$ cat config.mk
export PLATFORM = sky130hd
export DESIGN_NAME = pipe_hazard_ctrl
export DESIGN_NICKNAME = d
export VERILOG_FILES = /design/src/rtl/pipe_hazard_ctrl.sv
export SDC_FILE = /design/constraint.sdc
export NUM_CORES = 1
export LEC_CHECK = 0
export BUFFER_PORTS_ARGS = -buffer_cell sky130_fd_sc_hd__buf_2
export CAP_MARGIN = 10
export CORE_MARGIN = 4
export CORE_UTILIZATION = 49
export CTS_CLUSTER_DIAMETER = 40
export DETAILED_ROUTE_END_ITERATION = 8
export PLACE_DENSITY = 0.79
export SYNTH_ARGS = -nofsm -noshare
export SYNTH_HDL_FRONTEND = slang
export SYNTH_SLANG_ARGS = --single-unit
$ cat constraint.sdc
create_clock -name clk -period 2.75 [get_ports clk]
set_input_delay 0.55 -clock clk [delete_from_list [all_inputs] [get_ports clk]]
set_output_delay 0.55 -clock clk [all_outputs]
set_load 0.01 [all_outputs]
$ cat src/rtl/pipe_hazard_ctrl.sv
// Stall/flush sequencer for the 5-stage pipeline: memory wait/timeout > exception > branch > load-use.
// Outputs are combinational from state and inputs; optional HAZARD_PERF_CNT_EN adds perf counters.
module pipe_hazard_ctrl #(
  parameter int MEM_TIMEOUT = 16,
  parameter int CNT_W       = 8
) (
  input  logic       clk,
  input  logic       reset,
  input  logic [4:0] id_rs_addr_i,
  input  logic [4:0] id_rt_addr_i,
  input  logic       id_uses_rs_i,
  input  logic       id_uses_rt_i,
  input  logic       ex_regwr_i,
  input  logic       ex_memtoreg_i,
  input  logic [4:0] ex_regdst_addr_i,
  input  logic       ex_br_taken_i,
  input  logic       mem_dmen_i,
  input  logic       dmem_ready_i,
  input  logic       mem_exc_req_i,
  output logic       pc_stall_o,
  output logic       ifid_stall_o,
  output logic       pa_idexmemwr_o,
  output logic       wash_ifid_o,
  output logic       wash_idex_o,
  output logic       wash_exmem_o,
  output logic       exc_redirect_o,
  output logic       bus_err_o
`ifdef HAZARD_PERF_CNT_EN
  ,
  input  logic        perf_clr_i,
  output logic [31:0] perf_memwait_o,
  output logic [31:0] perf_loaduse_o,
  output logic [31:0] perf_flush_o
`endif
);

  typedef enum logic [1:0] {
    RUN     = 2'd0,
    MEMWAIT = 2'd1,
    ABORT   = 2'd2
  } state_t;

  localparam logic [CNT_W-1:0] LP_WCNT_LAST = CNT_W'(MEM_TIMEOUT - 1);

  state_t           r_state;
  logic [CNT_W-1:0] r_wcnt;

  state_t           w_state_nxt;
  logic [CNT_W-1:0] w_wcnt_nxt;
  logic             w_memwait;
  logic             w_loaduse;
  logic             w_pc_stall;
  logic             w_ifid_stall;
  logic             w_pa;
  logic             w_wash_ifid;
  logic             w_wash_idex;
  logic             w_wash_exmem;
  logic             w_exc_redirect;
  logic             w_bus_err;

  assign w_memwait = mem_dmen_i & ~dmem_ready_i;
  assign w_loaduse = ex_memtoreg_i & ex_regwr_i & (ex_regdst_addr_i != 5'd0) &
                     ((id_uses_rs_i & (id_rs_addr_i == ex_regdst_addr_i)) |
                      (id_uses_rt_i & (id_rt_addr_i == ex_regdst_addr_i)));

  always_comb begin
    w_state_nxt    = r_state;
    w_wcnt_nxt     = r_wcnt;
    w_pc_stall     = 1'b0;
    w_ifid_stall   = 1'b0;
    w_pa           = 1'b0;
    w_wash_ifid    = 1'b0;
    w_wash_idex    = 1'b0;
    w_wash_exmem   = 1'b0;
    w_exc_redirect = 1'b0;
    w_bus_err      = 1'b0;
    case (r_state)
      RUN: begin
        if (w_memwait) begin
          w_pc_stall   = 1'b1;
          w_ifid_stall = 1'b1;
          w_pa         = 1'b1;
          w_state_nxt  = MEMWAIT;
          w_wcnt_nxt   = CNT_W'(1);
        end else if (mem_exc_req_i) begin
          w_wash_ifid    = 1'b1;
          w_wash_idex    = 1'b1;
          w_wash_exmem   = 1'b1;
          w_exc_redirect = 1'b1;
        end else if (ex_br_taken_i) begin
          // Delay slot already in ID is allowed to proceed.
          w_wash_ifid = 1'b1;
        end else if (w_loaduse) begin
          w_pc_stall   = 1'b1;
          w_ifid_stall = 1'b1;
          w_wash_idex  = 1'b1;
        end
      end
      MEMWAIT: begin
        if (dmem_ready_i) begin
          w_state_nxt = RUN;
          w_wcnt_nxt  = '0;
        end else begin
          w_pc_stall   = 1'b1;
          w_ifid_stall = 1'b1;
          w_pa         = 1'b1;
          if (r_wcnt == LP_WCNT_LAST) begin
            w_state_nxt = ABORT;
          end else begin
            w_wcnt_nxt = r_wcnt + CNT_W'(1);
          end
        end
      end
      ABORT: begin
        w_bus_err      = 1'b1;
        w_wash_ifid    = 1'b1;
        w_wash_idex    = 1'b1;
        w_wash_exmem   = 1'b1;
        w_exc_redirect = 1'b1;
        w_state_nxt    = RUN;
        w_wcnt_nxt     = '0;
      end
      default: begin
        w_state_nxt = RUN;
        w_wcnt_nxt  = '0;
      end
    endcase
  end

  always_ff @(posedge clk or negedge reset) begin
    if (!reset) begin
      r_state <= RUN;
      r_wcnt  <= '0;
    end else begin
      r_state <= w_state_nxt;
      r_wcnt  <= w_wcnt_nxt;
    end
  end

  // Reset is asynchronous, so it also masks the combinational outputs directly.
  assign pc_stall_o     = w_pc_stall     & reset;
  assign ifid_stall_o   = w_ifid_stall   & reset;
  assign pa_idexmemwr_o = w_pa           & reset;
  assign wash_ifid_o    = w_wash_ifid    & reset;
  assign wash_idex_o    = w_wash_idex    & reset;
  assign wash_exmem_o   = w_wash_exmem   & reset;
  assign exc_redirect_o = w_exc_redirect & reset;
  assign bus_err_o      = w_bus_err      & reset;

`ifdef HAZARD_PERF_CNT_EN
  logic [31:0] r_perf_memwait;
  logic [31:0] r_perf_loaduse;
  logic [31:0] r_perf_flush;

  always_ff @(posedge clk or negedge reset) begin
    if (!reset) begin
      r_perf_memwait <= '0;
      r_perf_loaduse <= '0;
      r_perf_flush   <= '0;
    end else if (perf_clr_i) begin
      r_perf_memwait <= '0;
      r_perf_loaduse <= '0;
      r_perf_flush   <= '0;
    end else begin
      if (pa_idexmemwr_o) r_perf_memwait <= r_perf_memwait + 32'd1;
      // Only the load-use bubble stalls PC and washes ID/EX together.
      if (pc_stall_o & wash_idex_o) r_perf_loaduse <= r_perf_loaduse + 32'd1;
      if (wash_ifid_o) r_perf_flush <= r_perf_flush + 32'd1;
    end
  end

  assign perf_memwait_o = r_perf_memwait;
  assign perf_loaduse_o = r_perf_loaduse;
  assign perf_flush_o   = r_perf_flush;
`endif

endmodule

# ---- Yosys cells after proc, flatten, opt, wreduce, memory -nomap -nowiden
# Cells that the tools add are included.
dict set report word_totals {
  register_bits 10
  in_bits 25
  output_inout_bits 8
  word_cells 56
}
dict set report classes {
  add_sub_neg 1
  n_eq_ne 8
  mux 27
  n_bitwise 14
  reduce_logical 4
}
# operator n
set op_table {}
lappend op_table {{two-way mux 8 bit} 3}
lappend op_table {{case mux 8 bit (2 select lines)} 1}
lappend op_table {{two-way mux 1 bit} 14}
lappend op_table {{AND 1 bit} 12}
lappend op_table {{equality test 5 bit} 2}
lappend op_table {{case mux 1 bit (2 select lines)} 5}
lappend op_table {{adder 8 x 1 -> 8 bit, second input constant} 1}
lappend op_table {{equality test 8 x 4 -> 1 bit, second input constant} 1}
lappend op_table {{two-way mux 2 bit} 3}
lappend op_table {{!= test 3 bit, second input constant} 2}
lappend op_table {{nonzero test 5 bit} 1}
lappend op_table {{case mux 2 bit (2 select lines)} 1}
lappend op_table {{AND reduction 2 bit} 2}
lappend op_table {{equality test 2 x 1 -> 1 bit, second input constant} 1}
lappend op_table {{equality test 2 bit, second input constant} 1}
lappend op_table {{zero test 2 bit} 1}
lappend op_table {{!= test 2 bit, second input constant} 1}
lappend op_table {{inverter 1 bit} 1}
lappend op_table {{bitwise OR 1 bit} 1}

# ---- Depth between registers and ports, before layout
# Gate-level depths: netlist of run 1.
dict set report depth {
  word_depth 10
  ltp_mapped 5
  mapped_depth_nobuf 5
}

# ---- Least setup slack after synthesis of run 1
# Ideal clock, no wire load.
dict set report synth_path {
  kind {input -> output}
  start {input dmem_ready_i}
  end {output pc_stall_o}
  arrival_time_ns 1.575
  required_ns 2.200
  setup_slack_ns 0.625
  cell_stages 4
  path_buffers 1
  cell_sequence {or2_1 > nor3b_1 > o21bai_1 > buf_4}
}
dict set report synth_between {
  elab_chain_len 5
  word_cells_on_any_way 6
  classes_between {mux (3); bitwise (3)}
}
# element line
set synth_lines {}
lappend synth_lines {{start, declared} 18} ;# input logic dmem_ready_i,
lappend synth_lines {{inverter 1 bit} 61} ;# assign w_memwait = mem_dmen_i & ~dmem_ready_i;
lappend synth_lines {{AND 1 bit} 61}
lappend synth_lines {{two-way mux 1 bit} --}
lappend synth_lines {{case mux 1 bit (2 select lines) *} --}
lappend synth_lines {{AND 1 bit *} --}
lappend synth_lines {{end, declared} 20} ;# output logic pc_stall_o,
# Mark *: on every way between the ends. The rest lies on a longest branch, timed or not.

# ---- Worst setup path after layout of run 1
dict set report layout_path {
  start {input ex_regdst_addr_i[4]}
  end {output pc_stall_o}
}
dict set report layout_between {
  elab_chain_len 10
  word_cells_on_any_way 14
  classes_between {eq/ne (2); mux (5); bitwise (6); reduce/logical (1)}
}
# element line
set layout_lines {}
lappend layout_lines {{start, declared} 15} ;# input logic [4:0] ex_regdst_addr_i,
lappend layout_lines {{equality test 5 bit (on tied branches)} {63, 64}}
lappend layout_lines {{AND 1 bit (on tied branches)} {63, 64}}
lappend layout_lines {{bitwise OR 1 bit} 63} ;# ((id_uses_rs_i & (id_rs_addr_i == ex_regdst_addr_i)) |
lappend layout_lines {{AND 1 bit *} 62} ;# assign w_loaduse = ex_memtoreg_i & ex_regwr_i & (ex_regdst_addr_i != 5'd0) &
lappend layout_lines {{two-way mux 1 bit *} 93} ;# end else if (w_loaduse) begin
lappend layout_lines {{two-way mux 1 bit *} 90} ;# end else if (ex_br_taken_i) begin
lappend layout_lines {{two-way mux 1 bit *} 85} ;# end else if (mem_exc_req_i) begin
lappend layout_lines {{two-way mux 1 bit *} 79} ;# if (w_memwait) begin
lappend layout_lines {{case mux 1 bit (2 select lines) *} 77} ;# case (r_state)
lappend layout_lines {{AND 1 bit *} 141} ;# assign pc_stall_o = w_pc_stall & reset;
# Marks and branches as above.

==> results.json, run 1 <==
{
  "status": "finished, final reports clean",
  "nNetsFinal": 151,
  "ys_seq_elements": 10,
  "critPathSlowestCell": "nor4_1",
  "crit_buf_inv": 2,
  "yosysWarnings": 0,
  "worst_path_dominant_cell_family": "compound AO/OA/AOI/OAI gates",
  "start_util_pct": 51.4,
  "synth_area_leaders": "dfrtp_1, xor2_1, nor2_1, o21ai_1, a21oi_1",
  "cpPeakStageDelay_ns": 0.33,
  "grt_pass1_wl_um": 2970,
  "post_drt_wl_per_cell_um": 13.8,
  "rsz0062_at_grt": "no",
  "netlist_instances": 90,
  "clockBufferDepth": 2,
  "power_frac_comb_pct": 24.6,
  "die_area_um2": 2260,
  "r2r-end": "r_wcnt[0]",
  "critPathMaxFanout": 3,
  "tritoncts": "done",
  "seq_power_share_pct": 46.2,
  "clkSinkCount": 10,
  "hold_path_class": "in2async",
  "cts-root-buf": "clkbuf_4",
  "leakage_nw": 0.477,
  "drt_wl_total_um": 1910,
  "drtIter0Drc": 12,
  "required_ns": 2.20,
  "p_int_mw": 0.245,
  "synth_largest_area_cell": "dfrtp_1",
  "max_freq_ghz": 0.448,
  "cts_hold_buf": 0,
  "final_antenna_net_count": 0,
  "io_pins": 33,
  "cp-end-kind": "output port",
  "dp_slack_ns": 0.524,
  "area_growth_pct": 24.0,
  "remaining_drc_errors": 0,
  "rrSetupSlack_ns": 1.18,
  "dr_total_vias": 793,
  "dieWidth_um": 47.5,
  "final.period_utilization_pct": 81.1,
  "final_layout_size_suffix_gt1_share_pct": 29.3,
  "layout_common_cells": "buf_2, nor2_1, dfrtp_1, xor2_1, o21ai_1",
  "cp_common_cell": "buf_2",
  "drv_cap": 0,
  "cp_cell_sequence": "buf_2 -> xor2_1 -> nor4_1 -> a32oi_1 -> o21bai_1 -> buf_2",
  "power.switching_mw": 0.103,
  "yosysSeqAreaShare_pct": 32.7,
  "setup_tns_ns": 0,
  "grt_pass1_vias": 704,
  "critPathLaunchType": "input port",
  "hold_viol": 0,
  "yosysTopAreaCellShare_pct": 32.7,
  "finalMaxSlewViolations": 0,
  "slew_headroom_pct": 65.4,
  "cts_setup_buffers": 0,
  "syn_area_um2": 766,
  "critPathArrivalTime_ns": 1.68,
  "cts_buffers": 3,
  "grt_usage_pct": 18.6,
  "die_h_um": 47.5,
  "coreArea_um2": 1490,
  "setup_slack_ns": 0.519,
  "layout_commonest_cell": "buf_2",
  "place_congestion": 0.800,
  "grt_antenna_before_repair": 0,
  "ir_worst_vdd_mv": 0.339,
  "worstMarginPinSlew_ns": 0.514,
  "row_count": 14,
  "clkLatencyLatePin_ns": 0.27,
  "p_sw_share_pct": 29.6,
  "synth_area_per_cell_um2": 8.51,
  "grt_max_degree": 11,
  "synthFlopType": "dfrtp_1",
  "post-route-min-period_ns": 2.23,
  "async_reset_ff_share_pct": 100,
  "finalSetupViolations": 0,
  "critical_path_class": "in2out",
  "p_clk_share_pct": 29.1,
  "via_per_inst": 5.71,
  "n_antenna_cell": 0,
  "synth_edf_count": 0,
  "ff2ff_path_depth": 5,
  "finalPower_mw": 0.349,
  "r2r-start": "r_wcnt[0]",
  "syn-num-nets": 116,
  "portBuffers": 32,
  "drt_pass1_iterations": 4,
  "powerDensity_nw_per_um2": 367,
  "fin_skew_ns": 0.00933,
  "clk_pin_slew_ns": 0.06,
  "htreeDepth": 1,
  "cts_resized": 0,
  "overflow": 0,
  "synth_cell_types": 34,
  "dp_hpwl_um": 1570
}
-- cell usage after synthesis, types with 2 or more instances --
cell and count:
mux2i_1 2, nor4_1 2, nand4_1 2, dfrtp_1 10, nor2_1 10, xor2_1 9
o21ai_1 6, nand2b_1 2, buf_4 2, a31o_1 2, o21bai_1 2, nor3_1 5
a21oi_1 5, and3_1 3, a31oi_1 3, xnor2_1 2, nand2_1 5, nand3_1 2
-- sequential cells by signal, summed over array words and instances (netlist names) --
register / flops
r_state: 2
r_wcnt: 8
-- how the worst max path moves through the flow --
stage / start / end / slack, ns / depth (start not counted)
after detailed placement: ex_regdst_addr_i[4] / pc_stall_o / 0.52 / 6
final: ex_regdst_addr_i[4] / pc_stall_o / 0.52 / 6
after floorplan: dmem_ready_i / pc_stall_o / 0.63 / 4
after CTS: ex_regdst_addr_i[4] / pc_stall_o / 0.52 / 6
after global placement: ex_regdst_addr_i[4] / ifid_stall_o / 0.54 / 6
after global routing: ex_regdst_addr_i[4] / pc_stall_o / 0.43 / 6
-- power groups by stage --
stage	clock (mW)	combinational, mW	sequential (mW)
floorplan	0	0.0500	0.161
global placement	0	0.0831	0.163
finish	0.102	0.0858	0.161
CTS	0.101	0.0863	0.161
detailed placement	0	0.0861	0.164
global route	0.106	0.0947	0.162
-- layer usage --
metal | track usage (%) | vias to the layer above | share of wire, %
met5 | 0 | - | 0
met4 | 3.23 | 0 | 0.89
met3 | 7.14 | 4 | 6.3
met2 | 31.8 | 21 | 51
met1 | 22.5 | 373 | 41
li1 | - | 395 | -
-- per-stage QoR --
step	hold slack [ns]	cells	utilization (%)	cell area (µm²)
floorplan	0.254	90	-	766
global placement	0.371	136	62.3	927
detailed placement	0.372	136	62.3	927
CTS	0.0883	139	63.8	950
global route	0.0807	139	63.8	950
finish	0.0940	139	63.8	950
-- layout make-up --
| type | count | area (µm²) |
|---|---|---|
| clock buffers | 3 | 22.5 |
| fillers | 138 | 539 |
| flip-flops and latches | 10 | 250 |
| inverters | 1 | 3.75 |
| repair buffers | 33 | 168 |
| multi-input cells | 76 | 485 |
| well taps | 16 | 20.0 |
-- kinds of logic (layout without fill, tap and decap cells) --
group,count (synthesis),in the layout,share of synthesized area (%)
compound gates,23,23,19.6
fa+ha+maj,1,1,1.63
buf+inv,4,37,3.92
xor+xnor,11,11,12.6
flops,10,10,32.7
mux,2,2,2.61
simple gates,39,39,27.0
No activity file was read; power rests on OpenSTA's default activity.
==> run 2: changes to the inputs <==
--- a/config.mk
+++ b/config.mk
@@ -8,10 +8,10 @@
 export BUFFER_PORTS_ARGS = -buffer_cell sky130_fd_sc_hd__buf_2
 export CAP_MARGIN = 10
 export CORE_MARGIN = 4
-export CORE_UTILIZATION = 49
+export CORE_UTILIZATION = 41
 export CTS_CLUSTER_DIAMETER = 40
 export DETAILED_ROUTE_END_ITERATION = 8
-export PLACE_DENSITY = 0.79
+export PLACE_DENSITY = 0.7
 export SYNTH_ARGS = -nofsm -noshare
 export SYNTH_HDL_FRONTEND = slang
 export SYNTH_SLANG_ARGS = --single-unit
==> constraint.sdc (replaced) <==
create_clock -name clk -period 1.9 [get_ports clk]
set_input_delay 0.38 -clock clk [delete_from_list [all_inputs] [get_ports clk]]
set_output_delay 0.38 -clock clk [all_outputs]
set_load 0.01 [all_outputs]
==> run 2 against run 1 <==
  * Flip-flop and latch count unchanged
  * Setup slack got worse by 0.47 ns
  * Combinational power increased by 61%
  * Highest routed layer is now met3
  * Design area increased by 9.6%
  * Sequential power increased by 44%
  * Wire length increased by 2.9%
  * Total power increased by 62%
  * Hold slack improved by 0.0019 ns
  * Sequential share of layout area decreased by 2.1 points
  * Via count increased by 3.2%
  * Clock skew decreased by 0.0032 ns
  * Largest cell class unchanged
  * Die area increased by 16%
==> results.json, run 2 (synthesis gave the netlist of run 1 again) <==
{
  "final_antenna_net_count": 0,
  "die_area_um2": 2620,
  "coreArea_um2": 1750,
  "ff2ff_path_depth": 4,
  "dp_slack_ns": 0.0783,
  "clkSinkCount": 10,
  "drt_pass1_iterations": 4,
  "start_util_pct": 43.9,
  "critPathMaxFanout": 6,
  "drv_cap": 0,
  "fin_skew_ns": 0.00617,
  "grt_antenna_before_repair": 0,
  "worst_path_dominant_cell_family": "simple AND/OR/NAND/NOR gates",
  "worstMarginPinSlew_ns": 0.308,
  "remaining_drc_errors": 0,
  "overflow": 0,
  "cp_cell_sequence": "or2_4 -> nor3b_2 -> o21bai_2 -> buf_2",
  "critPathArrivalTime_ns": 1.47,
  "grt_usage_pct": 15.2,
  "post-route-min-period_ns": 1.85,
  "grt_pass1_wl_um": 3150,
  "area_growth_pct": 35.9,
  "post_drt_wl_per_cell_um": 12.9,
  "drtIter0Drc": 22,
  "crit_buf_inv": 1,
  "finalMaxSlewViolations": 0,
  "grt_pass1_vias": 722,
  "layout_commonest_cell": "buf_2",
  "cpPeakStageDelay_ns": 0.44,
  "portBuffers": 32,
  "place_congestion": 0.777,
  "dr_total_vias": 818,
  "critPathSlowestCell": "dfrtp_2",
  "cts-root-buf": "clkbuf_4",
  "powerDensity_nw_per_um2": 541,
  "largest_reg_flops": 8,
  "setup_tns_ns": 0,
  "r2r-end": "r_wcnt[2]",
  "ir_worst_vdd_mv": 0.412,
  "dp_cells": 146,
  "final.period_utilization_pct": 97.5,
  "final_layout_size_suffix_gt1_share_pct": 38.3,
  "hold_path_class": "in2async",
  "row_count": 15,
  "rsz0062_at_grt": "yes",
  "n_antenna_cell": 0,
  "finalSetupViolations": 0,
  "drt_wl_total_um": 1970,
  "clockBufferDepth": 2,
  "die_h_um": 51.2,
  "top_regs": "r_wcnt: 8 flops, r_state: 2 flops",
  "critPathLaunchType": "flip-flop",
  "io_pins": 33,
  "required_ns": 1.52,
  "via_per_inst": 5.35,
  "dp_hpwl_um": 1510,
  "finalNonFillerCells": 153,
  "largest-register": "r_wcnt",
  "cts_buffers": 3,
  "grt_max_degree": 10,
  "max_freq_ghz": 0.540,
  "clk_pin_slew_ns": 0.07,
  "leakage_nw": 0.511,
  "tritoncts": "done",
  "layout_common_cells": "buf_2, xor2_1, nor2_1, dfrtp_1, o21ai_1",
  "critical_path_class": "reg2out",
  "dieWidth_um": 51.2,
  "slew_headroom_pct": 79.5,
  "fillers": 168,
  "clkLatencyLatePin_ns": 0.26,
  "status": "finished, final reports clean",
  "htreeDepth": 1,
  "nNetsFinal": 155,
  "rrSetupSlack_ns": 0.32,
  "setup_slack_ns": 0.0478,
  "r2r-start": "r_state[1]",
  "hold_viol": 0,
  "cp-end-kind": "output port"
}
## run 2: through the flow
step / hold WS, ns / cell area, µm² / utilization [%] / power [mW]
6_report: 0.0959 / 1040 / 59.6 / 0.564
4_1_cts: 0.0923 / 998 / 57.2 / 0.560
3_3_place_gp: 0.215 / 946 / 54.2 / 0.359
5_1_grt: 0.103 / 1040 / 59.6 / 0.595
2_1_floorplan: 0.0844 / 766 / - / 0.306
3_5_place_dp: 0.217 / 946 / 54.2 / 0.362
## run 2: worst max path at each step
stage,startpoint,slack [ns],end,depth (start not counted)
finish,r_state[1],0.05,pc_stall_o,4
global route,r_state[1],-0.01,pc_stall_o,4
global placement,ex_regdst_addr_i[4],0.11,pc_stall_o,6
CTS,r_state[1],0.003,pc_stall_o,4
detailed placement,ex_regdst_addr_i[4],0.08,pc_stall_o,6
floorplan,r_state[1],0.05,pc_stall_o,4
## run 2: power breakdown
part	total, mW	switching (mW)	internal [mW]
combinational	0.138	0.0704	0.0678
clock	0.193	0.0772	0.116
sequential	0.232	0.0101	0.222
## run 2: final cells by class
class / count / area (µm²) / share of cell area, %
Multi-Input combinational cell: 76 / 517 / 49.6
Timing Repair Buffer: 37 / 200 / 19.2
Tap cell: 25 / 31.3 / 3.00
Sequential cell: 10 / 253 / 24.3
Inverter: 1 / 3.75 / 0.361
Clock buffer: 4 / 36.3 / 3.49
## run 2: metal layers
layer	wire length, µm	vias to the layer above	global-route usage, %
li1	-	407	-
met4	0	0	3.93
met3	137	0	2.62
met1	849	383	20.2
met5	0	-	0
met2	982	28	25.5
## run 2: timing repair
action,in CTS,in global routing
pin swaps,0,4
hold buffers,1,0
resized for setup,2,7
setup endpoints to repair,2,3
hold endpoints to repair,3,0
buffers inserted,0,2
==> run 3: changes to the inputs <==
--- a/config.mk
+++ b/config.mk
@@ -8,10 +8,12 @@
 export BUFFER_PORTS_ARGS = -buffer_cell sky130_fd_sc_hd__buf_2
 export CAP_MARGIN = 10
 export CORE_MARGIN = 4
-export CORE_UTILIZATION = 41
+export CORE_UTILIZATION = 44
+export CTS_BUF_LIST = sky130_fd_sc_hd__clkbuf_4
 export CTS_CLUSTER_DIAMETER = 40
 export DETAILED_ROUTE_END_ITERATION = 8
-export PLACE_DENSITY = 0.7
+export PLACE_DENSITY = 0.75
+export SLEW_MARGIN = 5
 export SYNTH_ARGS = -nofsm -noshare
 export SYNTH_HDL_FRONTEND = slang
 export SYNTH_SLANG_ARGS = --single-unit
==> run 3 against run 2 <==
  * Sequential share of layout area grew 0.21 points
  * Via count grew 0.37%
  * Count of clock-buffer cells in the layout shrank 1
  * Critical path type unchanged
  * Largest cell class unchanged
==> results.json, run 3 (synthesis gave the netlist of run 1 again) <==
{
  "layout_commonest_cell": "buf_2",
  "finalSetupViolations": 0,
  "coreArea_um2": 1580,
  "r2r-end": "r_wcnt[0]",
  "top_regs": "r_wcnt: 8 flops, r_state: 2 flops",
  "area_growth_pct": 34.8,
  "max_freq_ghz": 0.550,
  "n_antenna_cell": 0,
  "dieWidth_um": 49.7,
  "row_count": 14,
  "hold_path_class": "in2async",
  "critPathLaunchType": "flip-flop",
  "fin_skew_ns": 0.00661,
  "ff2ff_path_depth": 5,
  "largest_reg_flops": 8,
  "use_met2_pct": 27.5,
  "finalPower_mw": 0.530,
  "design_area_um2": 1030,
  "busiest_layer": "met2",
  "dr_total_vias": 821,
  "hold_viol": 0,
  "rrSetupSlack_ns": 0.33,
  "io_pins": 33,
  "via_per_inst": 5.62,
  "critPathMaxFanout": 4,
  "drt_pass1_iterations": 4,
  "clkSinkCount": 10,
  "fillers": 142,
  "slew_headroom_pct": 80.6,
  "htreeDepth": 1,
  "overflow": 0,
  "clk_pin_slew_ns": 0.08,
  "powerDensity_nw_per_um2": 514,
  "die_area_um2": 2470,
  "cts-root-buf": "clkbuf_4",
  "finalMaxSlewViolations": 0,
  "drv_cap": 0,
  "required_ns": 1.52,
  "clockBufferDepth": 2,
  "finalNonFillerCells": 146,
  "r2r-start": "r_wcnt[0]",
  "post-route-min-period_ns": 1.82,
  "largest-register": "r_wcnt",
  "setup_tns_ns": 0,
  "drt_wl_total_um": 2030,
  "cts_buffers": 3,
  "portBuffers": 32,
  "grtUsageMet1_pct": 20.6,
  "die_h_um": 49.7,
  "status": "finished, final reports clean",
  "layout_common_cells": "buf_2, nor2_1, xor2_1, dfrtp_1",
  "final_antenna_net_count": 0,
  "cp-end-kind": "output port",
  "tritoncts": "done",
  "grt_use_met3_pct": 5.12,
  "grt_max_degree": 10,
  "worstMarginPinSlew_ns": 0.289,
  "dp_cells": 137,
  "grt_antenna_before_repair": 0,
  "ir_worst_vdd_mv": 0.440,
  "dp_hpwl_um": 1500,
  "clkLatencyLatePin_ns": 0.27,
  "nNetsFinal": 157,
  "start_util_pct": 48.6,
  "place_area_um2": 935,
  "leakage_nw": 0.519,
  "critical_path_class": "reg2out",
  "grt_pass1_vias": 774,
  "final.period_utilization_pct": 95.7,
  "place_congestion": 0.824,
  "grt_pass1_wl_um": 3290,
  "final_layout_size_suffix_gt1_share_pct": 36.2,
  "critPathArrivalTime_ns": 1.44,
  "grt_usage_pct": 16.8,
  "post_drt_wl_per_cell_um": 13.9,
  "drtIter0Drc": 11,
  "remaining_drc_errors": 0
}
[run 3: how the worst max path moves through the flow]
stage,startpoint,to,slack [ns],depth (start not counted)
global placement,ex_regdst_addr_i[4],pc_stall_o,0.12,6
finish,r_state[1],ifid_stall_o,0.08,4
global route,r_state[1],ifid_stall_o,-0.009,4
detailed placement,ex_regdst_addr_i[4],ifid_stall_o,0.06,6
floorplan,r_state[1],pc_stall_o,0.05,4
CTS,r_state[1],ifid_stall_o,0.02,4
[run 3: worst max-delay path, stage by stage, from the launching register on]
cell      delay (ns)
dfrtp_2         0.43
or2_4           0.28
nor3b_2         0.17
o21bai_2        0.14
buf_2           0.15
[run 3: final cells by class]
type / count / area [µm²] / share of cell area, %
clock inverters: 1 / 3.75 / 0.364
repair buffers: 39 / 228 / 22.1
well taps: 16 / 20.0 / 1.94
flip-flops and latches: 10 / 253 / 24.5
inverters: 1 / 3.75 / 0.364
multi-input cells: 76 / 502 / 48.6
clock buffers: 3 / 22.5 / 2.18
[run 3: repair_timing]
action,in CTS,in global routing
setup endpoints to repair,2,3
endpoints found under the hold margin,4,0
setup buffers,0,4
gates resized for setup,3,7
hold buffers,1,0
pin swaps,0,5
[run 3: through the flow]
step                setup WS, ns  hold slack, ns  util (%)
floorplan                 0.0489          0.0844         -
global placement           0.118           0.231      59.3
detailed placement        0.0553           0.231      59.3
CTS                       0.0165          0.0978      62.1
global route            -0.00867           0.101      65.5
finish                    0.0820          0.0996      65.5
[run 3: routing by layer]
layer	wire, µm	part of all wire [%]	vias up
li1	-	-	409
met1	888	44	379
met2	970	48	31
met3	165	8.1	2
met4	9	0.44	0
met5	0	0	-
[run 3: report_power, final]
part	leakage [nW]	total (mW)	internal [mW]	switching, mW
Combinational	0.371	0.139	0.0715	0.0676
Clock	0.0154	0.158	0.0760	0.0824
Sequential	0.133	0.233	0.222	0.0106
Total	0.519	0.530	0.370	0.161
